File: src/rtl/y_mc_ctrl_pkg.sv
// Shared types and constants for the multi-cycle control/PC sequencer.
package y_ctrl_pkg;

    // Controller FSM states
    typedef enum logic [2:0] {
        FETCH  = 3'd0,
        DECODE = 3'd1,
        EXEC   = 3'd2,
        MEM    = 3'd3,
        WB     = 3'd4,
        TRAP   = 3'd5
    } state_t;

    // Instruction classes recognised by the decoder
    typedef enum logic [2:0] {
        CLS_R     = 3'd0,
        CLS_IALU  = 3'd1,
        CLS_LOAD  = 3'd2,
        CLS_STORE = 3'd3,
        CLS_BEQ   = 3'd4,
        CLS_JAL   = 3'd5,
        CLS_BAD   = 3'd6
    } ins_class_t;

    // Major opcodes (ins[6:0])
    localparam logic [6:0] OPC_R     = 7'h33;
    localparam logic [6:0] OPC_IALU  = 7'h13;
    localparam logic [6:0] OPC_LOAD  = 7'h03;
    localparam logic [6:0] OPC_STORE = 7'h23;
    localparam logic [6:0] OPC_BEQ   = 7'h63;
    localparam logic [6:0] OPC_JAL   = 7'h6F;

    // ALU operation codes understood by yEX
    localparam logic [2:0] ALU_ADD = 3'b010;
    localparam logic [2:0] ALU_SUB = 3'b110;
    localparam logic [2:0] ALU_AND = 3'b000;
    localparam logic [2:0] ALU_OR  = 3'b001;
    localparam logic [2:0] ALU_SLT = 3'b111;

    // Map opcode (plus funct3 for branches) onto an instruction class.
    // Only beq is implemented among the branches, so other funct3 values are illegal.
    function automatic ins_class_t classify(input logic [6:0] opc, input logic [2:0] funct3);
        ins_class_t cls;
        case (opc)
            OPC_R:     cls = CLS_R;
            OPC_IALU:  cls = CLS_IALU;
            OPC_LOAD:  cls = CLS_LOAD;
            OPC_STORE: cls = CLS_STORE;
            OPC_BEQ:   cls = (funct3 == 3'b000) ? CLS_BEQ : CLS_BAD;
            OPC_JAL:   cls = CLS_JAL;
            default:   cls = CLS_BAD;
        endcase
        return cls;
    endfunction

endpackage

File: src/rtl/y_mc_ctrl_if.sv
// Bundle of datapath-facing signals between the controller and yIF/yID/yEX/yDM.
interface y_mc_ctrl_if #(
    parameter int CNT_W = 32
);
    logic [31:0]      ins;
    logic             zero;
    logic [31:0]      PCp4;
    logic [31:0]      branch;
    logic [31:0]      jTarget;
    logic             dm_ready;
    logic [31:0]      PCin;
    logic             RegWrite;
    logic             ALUSrc;
    logic [2:0]       op;
    logic             MemRead;
    logic             MemWrite;
    logic             Mem2Reg;
    logic             illegal;
    logic [CNT_W-1:0] retired;

    // Controller side
    modport master (
        input  ins, zero, PCp4, branch, jTarget, dm_ready,
        output PCin, RegWrite, ALUSrc, op, MemRead, MemWrite, Mem2Reg, illegal, retired
    );

    // Datapath side
    modport slave (
        output ins, zero, PCp4, branch, jTarget, dm_ready,
        input  PCin, RegWrite, ALUSrc, op, MemRead, MemWrite, Mem2Reg, illegal, retired
    );
endinterface

File: src/rtl/y_mc_ctrl_alu_dec.sv
// ALU operation decoder: instruction class + funct3 + funct7[5] -> ALU op.
module y_alu_dec
    import y_ctrl_pkg::*;
(
    input  ins_class_t cls,
    input  logic [2:0] funct3,
    input  logic       funct7_5,
    output logic [2:0] op,
    output logic       bad_funct
);

    // Register/immediate ALU ops share one funct3 table; only R-type may select sub
    always_comb begin
        op        = ALU_ADD;
        bad_funct = 1'b0;
        case (cls)
            CLS_R, CLS_IALU: begin
                case (funct3)
                    3'b000:  op = (cls == CLS_R && funct7_5) ? ALU_SUB : ALU_ADD;
                    3'b111:  op = ALU_AND;
                    3'b110:  op = ALU_OR;
                    3'b010:  op = ALU_SLT;
                    default: bad_funct = 1'b1;
                endcase
            end
            CLS_BEQ: op = ALU_SUB;
            default: op = ALU_ADD;
        endcase
    end

endmodule

File: src/rtl/y_mc_ctrl.sv
// Multi-cycle control and PC sequencer for the yIF/yID/yEX/yDM/yWB datapath.
// All control outputs are registered Moore decodes of state and latched class.
module y_mc_ctrl
    import y_ctrl_pkg::*;
#(
    parameter logic [31:0] RESET_PC = 32'h28,
    parameter int          CNT_W    = 32
) (
    input  logic        clk,
    input  logic        rst,
    y_mc_ctrl_if.master bus
);

    state_t           state_reg;
    ins_class_t       cls_reg;
    logic [31:0]      pc_reg;
    logic [CNT_W-1:0] retired_reg;
    logic             illegal_reg;
    logic             reg_write_reg;
    logic             alu_src_reg;
    logic [2:0]       op_reg;
    logic             mem_read_reg;
    logic             mem_write_reg;
    logic             mem2reg_reg;

    ins_class_t       dec_cls;
    logic [2:0]       dec_op;
    logic             dec_bad_funct;
    logic [CNT_W-1:0] retired_inc;
    logic             unused_ins;

    // Classification happens from the live instruction while in DECODE;
    // the result is captured so EXEC onward never looks at ins again.
    assign dec_cls     = classify(bus.ins[6:0], bus.ins[14:12]);
    assign retired_inc = retired_reg + {{(CNT_W-1){1'b0}}, 1'b1};
    assign unused_ins  = ^{bus.ins[31], bus.ins[29:15], bus.ins[11:7]};

    y_alu_dec u_alu_dec (
        .cls       (dec_cls),
        .funct3    (bus.ins[14:12]),
        .funct7_5  (bus.ins[30]),
        .op        (dec_op),
        .bad_funct (dec_bad_funct)
    );

    // Main sequencer: state, latched class, PC, retired counter and all strobes
    always_ff @(posedge clk or posedge rst) begin
        if (rst) begin
            state_reg     <= FETCH;
            cls_reg       <= CLS_R;
            pc_reg        <= RESET_PC;
            retired_reg   <= '0;
            illegal_reg   <= 1'b0;
            reg_write_reg <= 1'b0;
            alu_src_reg   <= 1'b0;
            op_reg        <= ALU_ADD;
            mem_read_reg  <= 1'b0;
            mem_write_reg <= 1'b0;
            mem2reg_reg   <= 1'b0;
        end else begin
            case (state_reg)
                FETCH: begin
                    state_reg <= DECODE;
                end

                DECODE: begin
                    cls_reg <= dec_cls;
                    if (dec_cls == CLS_BAD || dec_bad_funct) begin
                        state_reg   <= TRAP;
                        illegal_reg <= 1'b1;
                    end else begin
                        state_reg   <= EXEC;
                        op_reg      <= dec_op;
                        alu_src_reg <= !(dec_cls == CLS_R || dec_cls == CLS_BEQ);
                    end
                end

                EXEC: begin
                    case (cls_reg)
                        CLS_LOAD: begin
                            state_reg    <= MEM;
                            mem_read_reg <= 1'b1;
                        end
                        CLS_STORE: begin
                            state_reg     <= MEM;
                            mem_write_reg <= 1'b1;
                        end
                        CLS_BEQ: begin
                            state_reg   <= FETCH;
                            pc_reg      <= bus.zero ? bus.branch : bus.PCp4;
                            retired_reg <= retired_inc;
                            alu_src_reg <= 1'b0;
                            op_reg      <= ALU_ADD;
                        end
                        default: begin
                            state_reg     <= WB;
                            reg_write_reg <= 1'b1;
                            mem2reg_reg   <= 1'b0;
                        end
                    endcase
                end

                // Request is held until the memory reports completion
                MEM: begin
                    if (bus.dm_ready) begin
                        mem_read_reg  <= 1'b0;
                        mem_write_reg <= 1'b0;
                        if (cls_reg == CLS_LOAD) begin
                            state_reg     <= WB;
                            reg_write_reg <= 1'b1;
                            mem2reg_reg   <= 1'b1;
                        end else begin
                            state_reg   <= FETCH;
                            pc_reg      <= bus.PCp4;
                            retired_reg <= retired_inc;
                            alu_src_reg <= 1'b0;
                            op_reg      <= ALU_ADD;
                        end
                    end
                end

                WB: begin
                    state_reg     <= FETCH;
                    reg_write_reg <= 1'b0;
                    mem2reg_reg   <= 1'b0;
                    pc_reg        <= (cls_reg == CLS_JAL) ? bus.jTarget : bus.PCp4;
                    retired_reg   <= retired_inc;
                    alu_src_reg   <= 1'b0;
                    op_reg        <= ALU_ADD;
                end

                TRAP: begin
                    state_reg <= TRAP;
                end

                default: begin
                    state_reg   <= TRAP;
                    illegal_reg <= 1'b1;
                end
            endcase
        end
    end

    assign bus.PCin     = pc_reg;
    assign bus.retired  = retired_reg;
    assign bus.illegal  = illegal_reg;
    assign bus.RegWrite = reg_write_reg;
    assign bus.ALUSrc   = alu_src_reg;
    assign bus.op       = op_reg;
    assign bus.MemRead  = mem_read_reg;
    assign bus.MemWrite = mem_write_reg;
    assign bus.Mem2Reg  = mem2reg_reg;

    // Register-file write and memory requests are mutually exclusive
    always_ff @(posedge clk) begin
        if (!rst) begin
            assert ($onehot0({reg_write_reg, mem_read_reg, mem_write_reg}));
        end
    end

endmodule

File: src/flat_wrapper.sv
// flat-port wrapper written by rule: the top's interface ports become plain ports
module y_mc_ctrl_flat import y_ctrl_pkg::*;
#(
    parameter logic [31:0] RESET_PC = 32'h28,
    parameter int          CNT_W    = 32
)
  (clk, rst, bus_ins, bus_zero, bus_PCp4, bus_branch, bus_jTarget, bus_dm_ready, bus_PCin, bus_RegWrite, bus_ALUSrc, bus_op, bus_MemRead, bus_MemWrite, bus_Mem2Reg, bus_illegal, bus_retired);
  y_mc_ctrl_if #(.CNT_W(CNT_W)) bus_i ();
  input  logic clk;
  input  logic rst;
  input wire logic [$bits(bus_i.ins)-1:0] bus_ins;
  input wire logic [$bits(bus_i.zero)-1:0] bus_zero;
  input wire logic [$bits(bus_i.PCp4)-1:0] bus_PCp4;
  input wire logic [$bits(bus_i.branch)-1:0] bus_branch;
  input wire logic [$bits(bus_i.jTarget)-1:0] bus_jTarget;
  input wire logic [$bits(bus_i.dm_ready)-1:0] bus_dm_ready;
  output wire logic [$bits(bus_i.PCin)-1:0] bus_PCin;
  output wire logic [$bits(bus_i.RegWrite)-1:0] bus_RegWrite;
  output wire logic [$bits(bus_i.ALUSrc)-1:0] bus_ALUSrc;
  output wire logic [$bits(bus_i.op)-1:0] bus_op;
  output wire logic [$bits(bus_i.MemRead)-1:0] bus_MemRead;
  output wire logic [$bits(bus_i.MemWrite)-1:0] bus_MemWrite;
  output wire logic [$bits(bus_i.Mem2Reg)-1:0] bus_Mem2Reg;
  output wire logic [$bits(bus_i.illegal)-1:0] bus_illegal;
  output wire logic [$bits(bus_i.retired)-1:0] bus_retired;
  assign bus_i.ins = bus_ins;
  assign bus_i.zero = bus_zero;
  assign bus_i.PCp4 = bus_PCp4;
  assign bus_i.branch = bus_branch;
  assign bus_i.jTarget = bus_jTarget;
  assign bus_i.dm_ready = bus_dm_ready;
  assign bus_PCin = bus_i.PCin;
  assign bus_RegWrite = bus_i.RegWrite;
  assign bus_ALUSrc = bus_i.ALUSrc;
  assign bus_op = bus_i.op;
  assign bus_MemRead = bus_i.MemRead;
  assign bus_MemWrite = bus_i.MemWrite;
  assign bus_Mem2Reg = bus_i.Mem2Reg;
  assign bus_illegal = bus_i.illegal;
  assign bus_retired = bus_i.retired;
  y_mc_ctrl #(.RESET_PC(RESET_PC), .CNT_W(CNT_W)) u_core (.clk(clk), .rst(rst), .bus(bus_i));
endmodule
File: config.mk
export PLATFORM = sky130hd
export DESIGN_NAME = y_mc_ctrl_flat
export DESIGN_NICKNAME = d
export VERILOG_FILES = /design/src/rtl/y_mc_ctrl_pkg.sv /design/src/rtl/y_mc_ctrl_if.sv /design/src/rtl/y_mc_ctrl_alu_dec.sv /design/src/rtl/y_mc_ctrl.sv /design/src/flat_wrapper.sv
export SDC_FILE = /design/constraint.sdc
export NUM_CORES = 1
export LEC_CHECK = 0
export CORE_MARGIN = 2
export CORE_UTILIZATION = 44
export DETAILED_ROUTE_END_ITERATION = 8
export PLACE_DENSITY = 0.86
export SYNTH_ARGS = -nofsm -noshare
export SYNTH_HDL_FRONTEND = slang
export SYNTH_SLANG_ARGS = --single-unit
File: constraint.sdc
create_clock -name clk -period 5.88 [get_ports clk]
set_input_delay 0.588 -clock clk [delete_from_list [all_inputs] [get_ports clk]]
set_output_delay 0.588 -clock clk [all_outputs]
set_load 0.02 [all_outputs]
==> flow_summary_export.csv <==
group,metric,value,unit
run_status,status,"finished, final reports clean",
drt,routed_via_density,5.74,
synthesis,synth-async-reset-ratio,1.00,
power,p_per_area,182,nW/um^2
worst_setup_path,worstSetupPathType,"reg -> reg",
worst_setup_path,r2r_slack,3110,ps
clock_tree,cts_resized,0,
clock_tree,numClockSinks,79,
global_route,grt_max_degree,80,
synthesis,ys_warn_count,0,
clock_tree,path_clk_slew,90,ps
finish,area_growth,50.9,%
placement,hpwl,8540,um
synthesis,syn_area_per_cell,10.6,um^2
synthesis,yosysSeqAreaShare,0.477,
worst_setup_path,critPathArrivalTime,3040,ps
sta,fin_setup_tns,0,ps
synthesis,synth-simple-area-share,0.154,
synthesis,synth_adder_area_share,0.00301,
global_route,grt_pass1_vias,3820,
sta,finalHoldWorstSlack,471,ps
clock_tree,clock_latency,350,ps
worst_setup_path,crit_start,"u_core.state_reg[2]",
clock_tree,numCtsBuffers,9,
floorplanning,pin_count,205,
drt,drc,0,
drt,avgRoutedWirePerCell,17.3,um
synthesis,ys_ff_latch,79,
floorplanning,die_h,101,um
clock_tree,htree_levels,3,
drt,drt_pass1_iterations,6,
global_route,grt_overflow,0,
synthesis,syn-num-nets,524,
clock_tree,postCtsSetupBuffers,0,
finish,layout-drive-gt1-share,0.0598,
synthesis,synthMuxAreaShare,0.0935,
power,vdd_drop_max,0.119,mV
hold_path,holdPathStages,1,
synthesis,synth_flop_cell,"dfrtp_1",
drt,drtIter0Drc,301,
finish,fin_nets,697,
sta,fmax,361,MHz
floorplanning,start_util,0.451,
worst_setup_path,required,6140,ps
synthesis,mappedNetlistArea,4150,um^2
synthesis,yosys-top-cells-area,"dfrtp_1 (46%), mux2i_1 (7.7%), a222oi_1 (7.5%), xnor2_1 (5.3%), inv_1 (3.2%)",
power,p_leak,2.88,nW
floorplanning,core_area,9200,um^2
drt,wl,11700,um
clock_tree,clockRootBuffer,"clkbuf_8",
synthesis,ys_types,57,
floorplanning,die_w,101,um
sta,setup-violations-final,0,
placement,port_buffers,183,
sta,finalHoldViolCount,0,
placement,place_ws,3020,ps
sta,setup_ws,3110,ps
synthesis,synth_top_area_share,0.458,
synthesis,synth.largest_area_cell,"dfrtp_1",
worst_setup_path,reg2reg_depth,4,
flow_run,cap_violations,0,
synthesis,synthXorXnorAreaFrac,0.0675,
hold_path,hold_start,"u_core.bus.retired[31]",
synthesis,synth_top_family_by_area,"simple AND/OR/NAND/NOR gates",
drt,ant_nets,0,
synthesis,synth-edff-count,0,
sta,relSlewSlack,0.177,
sta,clock_skew,7.87,ps
clock_tree,clockBufferDepth,2,
global_route,grt_first_pass_wirelength,18500,um
sta,tightestPinTransition,1230,ps
finish,diodes,0,
global_route,antenna_found_initial,0,
power,power,1.14,mW
placement,gp_congestion,0.875,
finish,post-route-util,0.681,
clock_tree,postCtsHoldBufs,0,
synthesis,syn_inst,391,
worst_setup_path,crit_fanout,31,
sta,rsz0062_at_grt,"no",
clock_tree,cts_tree,"done",
drt,vias,3902,
finish,final_common_cell,"clkdlybuf4s50_1",
worst_setup_path,start_kind,"flip-flop",
synthesis,synth_compound_gate_area_share,0.146,
worst_setup_path,worst_setup_path_end_kind,"flip-flop",
hold_path,hold_path.class,"reg -> reg",
floorplanning,die_area,10200,um^2
worst_setup_path,r2r_start,"u_core.state_reg[2]",
worst_setup_path,timing.rr.end,"u_core.bus.PCin[13]",
sta,finalCritPeriodShare,0.471,
floorplanning,rows,35,
finish,layout_common_cells,"clkdlybuf4s50_1 (183), dfrtp_1 (76), inv_1 (34), mux2i_1 (32), a222oi_1 (31)",
sta,slew_violations,0,
hold_path,min_to,"u_core.bus.retired[31]",
sta,fin_crit,2770,ps
global_route,track_usage,0.227,
layout make-up:
class	count	area, um^2
Fill cell	705	2930
Sequential cell	79	1980
Multi-Input combinational cell	254	1940
Timing Repair Buffer	185	1850
Tap cell	111	139
Inverter	35	133
Clock buffer	9	124
Clock inverter	7	104
layer usage:
| layer | vias to the layer above | GRT usage | routed length, um |
|---|---|---|---|
| met5 | - | 0 | 0 |
| met4 | 0 | 0.0863 | 281 |
| met3 | 23 | 0.0555 | 885 |
| met2 | 187 | 0.385 | 5890 |
| met1 | 1905 | 0.280 | 4670 |
| li1 | 1787 | - | - |
critical path, stage by stage, from the launching register on:
cell	delay [ps]
dfrtp_1	710
nor3b_4	550
a211o_1	870
a222oi_1	330
mux2i_1	230
where the power goes:
part           switching, mW  internal, mW
Combinational         0.0413        0.0808
Sequential                 0         0.543
Clock                  0.226         0.245
metrics by stage:
stage | std cells | instance area (um^2)
detailed placement | 664 | 6030
floorplan | 391 | 4150
global placement | 664 | 6030
CTS | 680 | 6260
global route | 680 | 6260
finish | 680 | 6260
worst max path at each step:
stage / cells past startpoint / slack [ps] / end
finish: 4 / 3110 / u_core.bus.PCin[13]
global route: 4 / 2900 / u_core.bus.PCin[26]
CTS: 4 / 3100 / u_core.bus.PCin[13]
detailed placement: 6 / 3020 / u_core.bus.PCin[15]
global placement: 6 / 3060 / u_core.bus.PCin[15]
floorplan: 1 / 3270 / u_core.bus.ALUSrc
cells in the mapped netlist, types with 3 or more instances:
| cell type | instances |
|---|---|
| a21oi_1 | 10 |
| a222oi_1 | 31 |
| and2_1 | 7 |
| and3_1 | 9 |
| and4_1 | 4 |
| buf_2 | 6 |
| buf_4 | 3 |
| clkbuf_1 | 12 |
| dfrtp_1 | 76 |
| dfstp_2 | 3 |
| inv_1 | 35 |
| mux2_1 | 4 |
| mux2i_1 | 32 |
| nand2_1 | 17 |
| nand2b_1 | 6 |
| nand3_1 | 16 |
| nand4_1 | 10 |
| nor2_1 | 15 |
| nor2b_1 | 3 |
| nor3_1 | 3 |
| o21ai_0 | 13 |
| or3_1 | 3 |
| xnor2_1 | 25 |
| xor2_1 | 7 |
cells by family after synthesis:
| logic type | count (synthesis) |
|---|---|
| muxes | 38 |
| adders and majority gates | 1 |
| AOI/OAI and AO/OA | 74 |
| buffers and inverters | 58 |
| and+or+nand+nor | 109 |
| DFF | 79 |
| xor gates and xnor gates | 32 |
No activity file was read; power rests on OpenSTA's default activity.
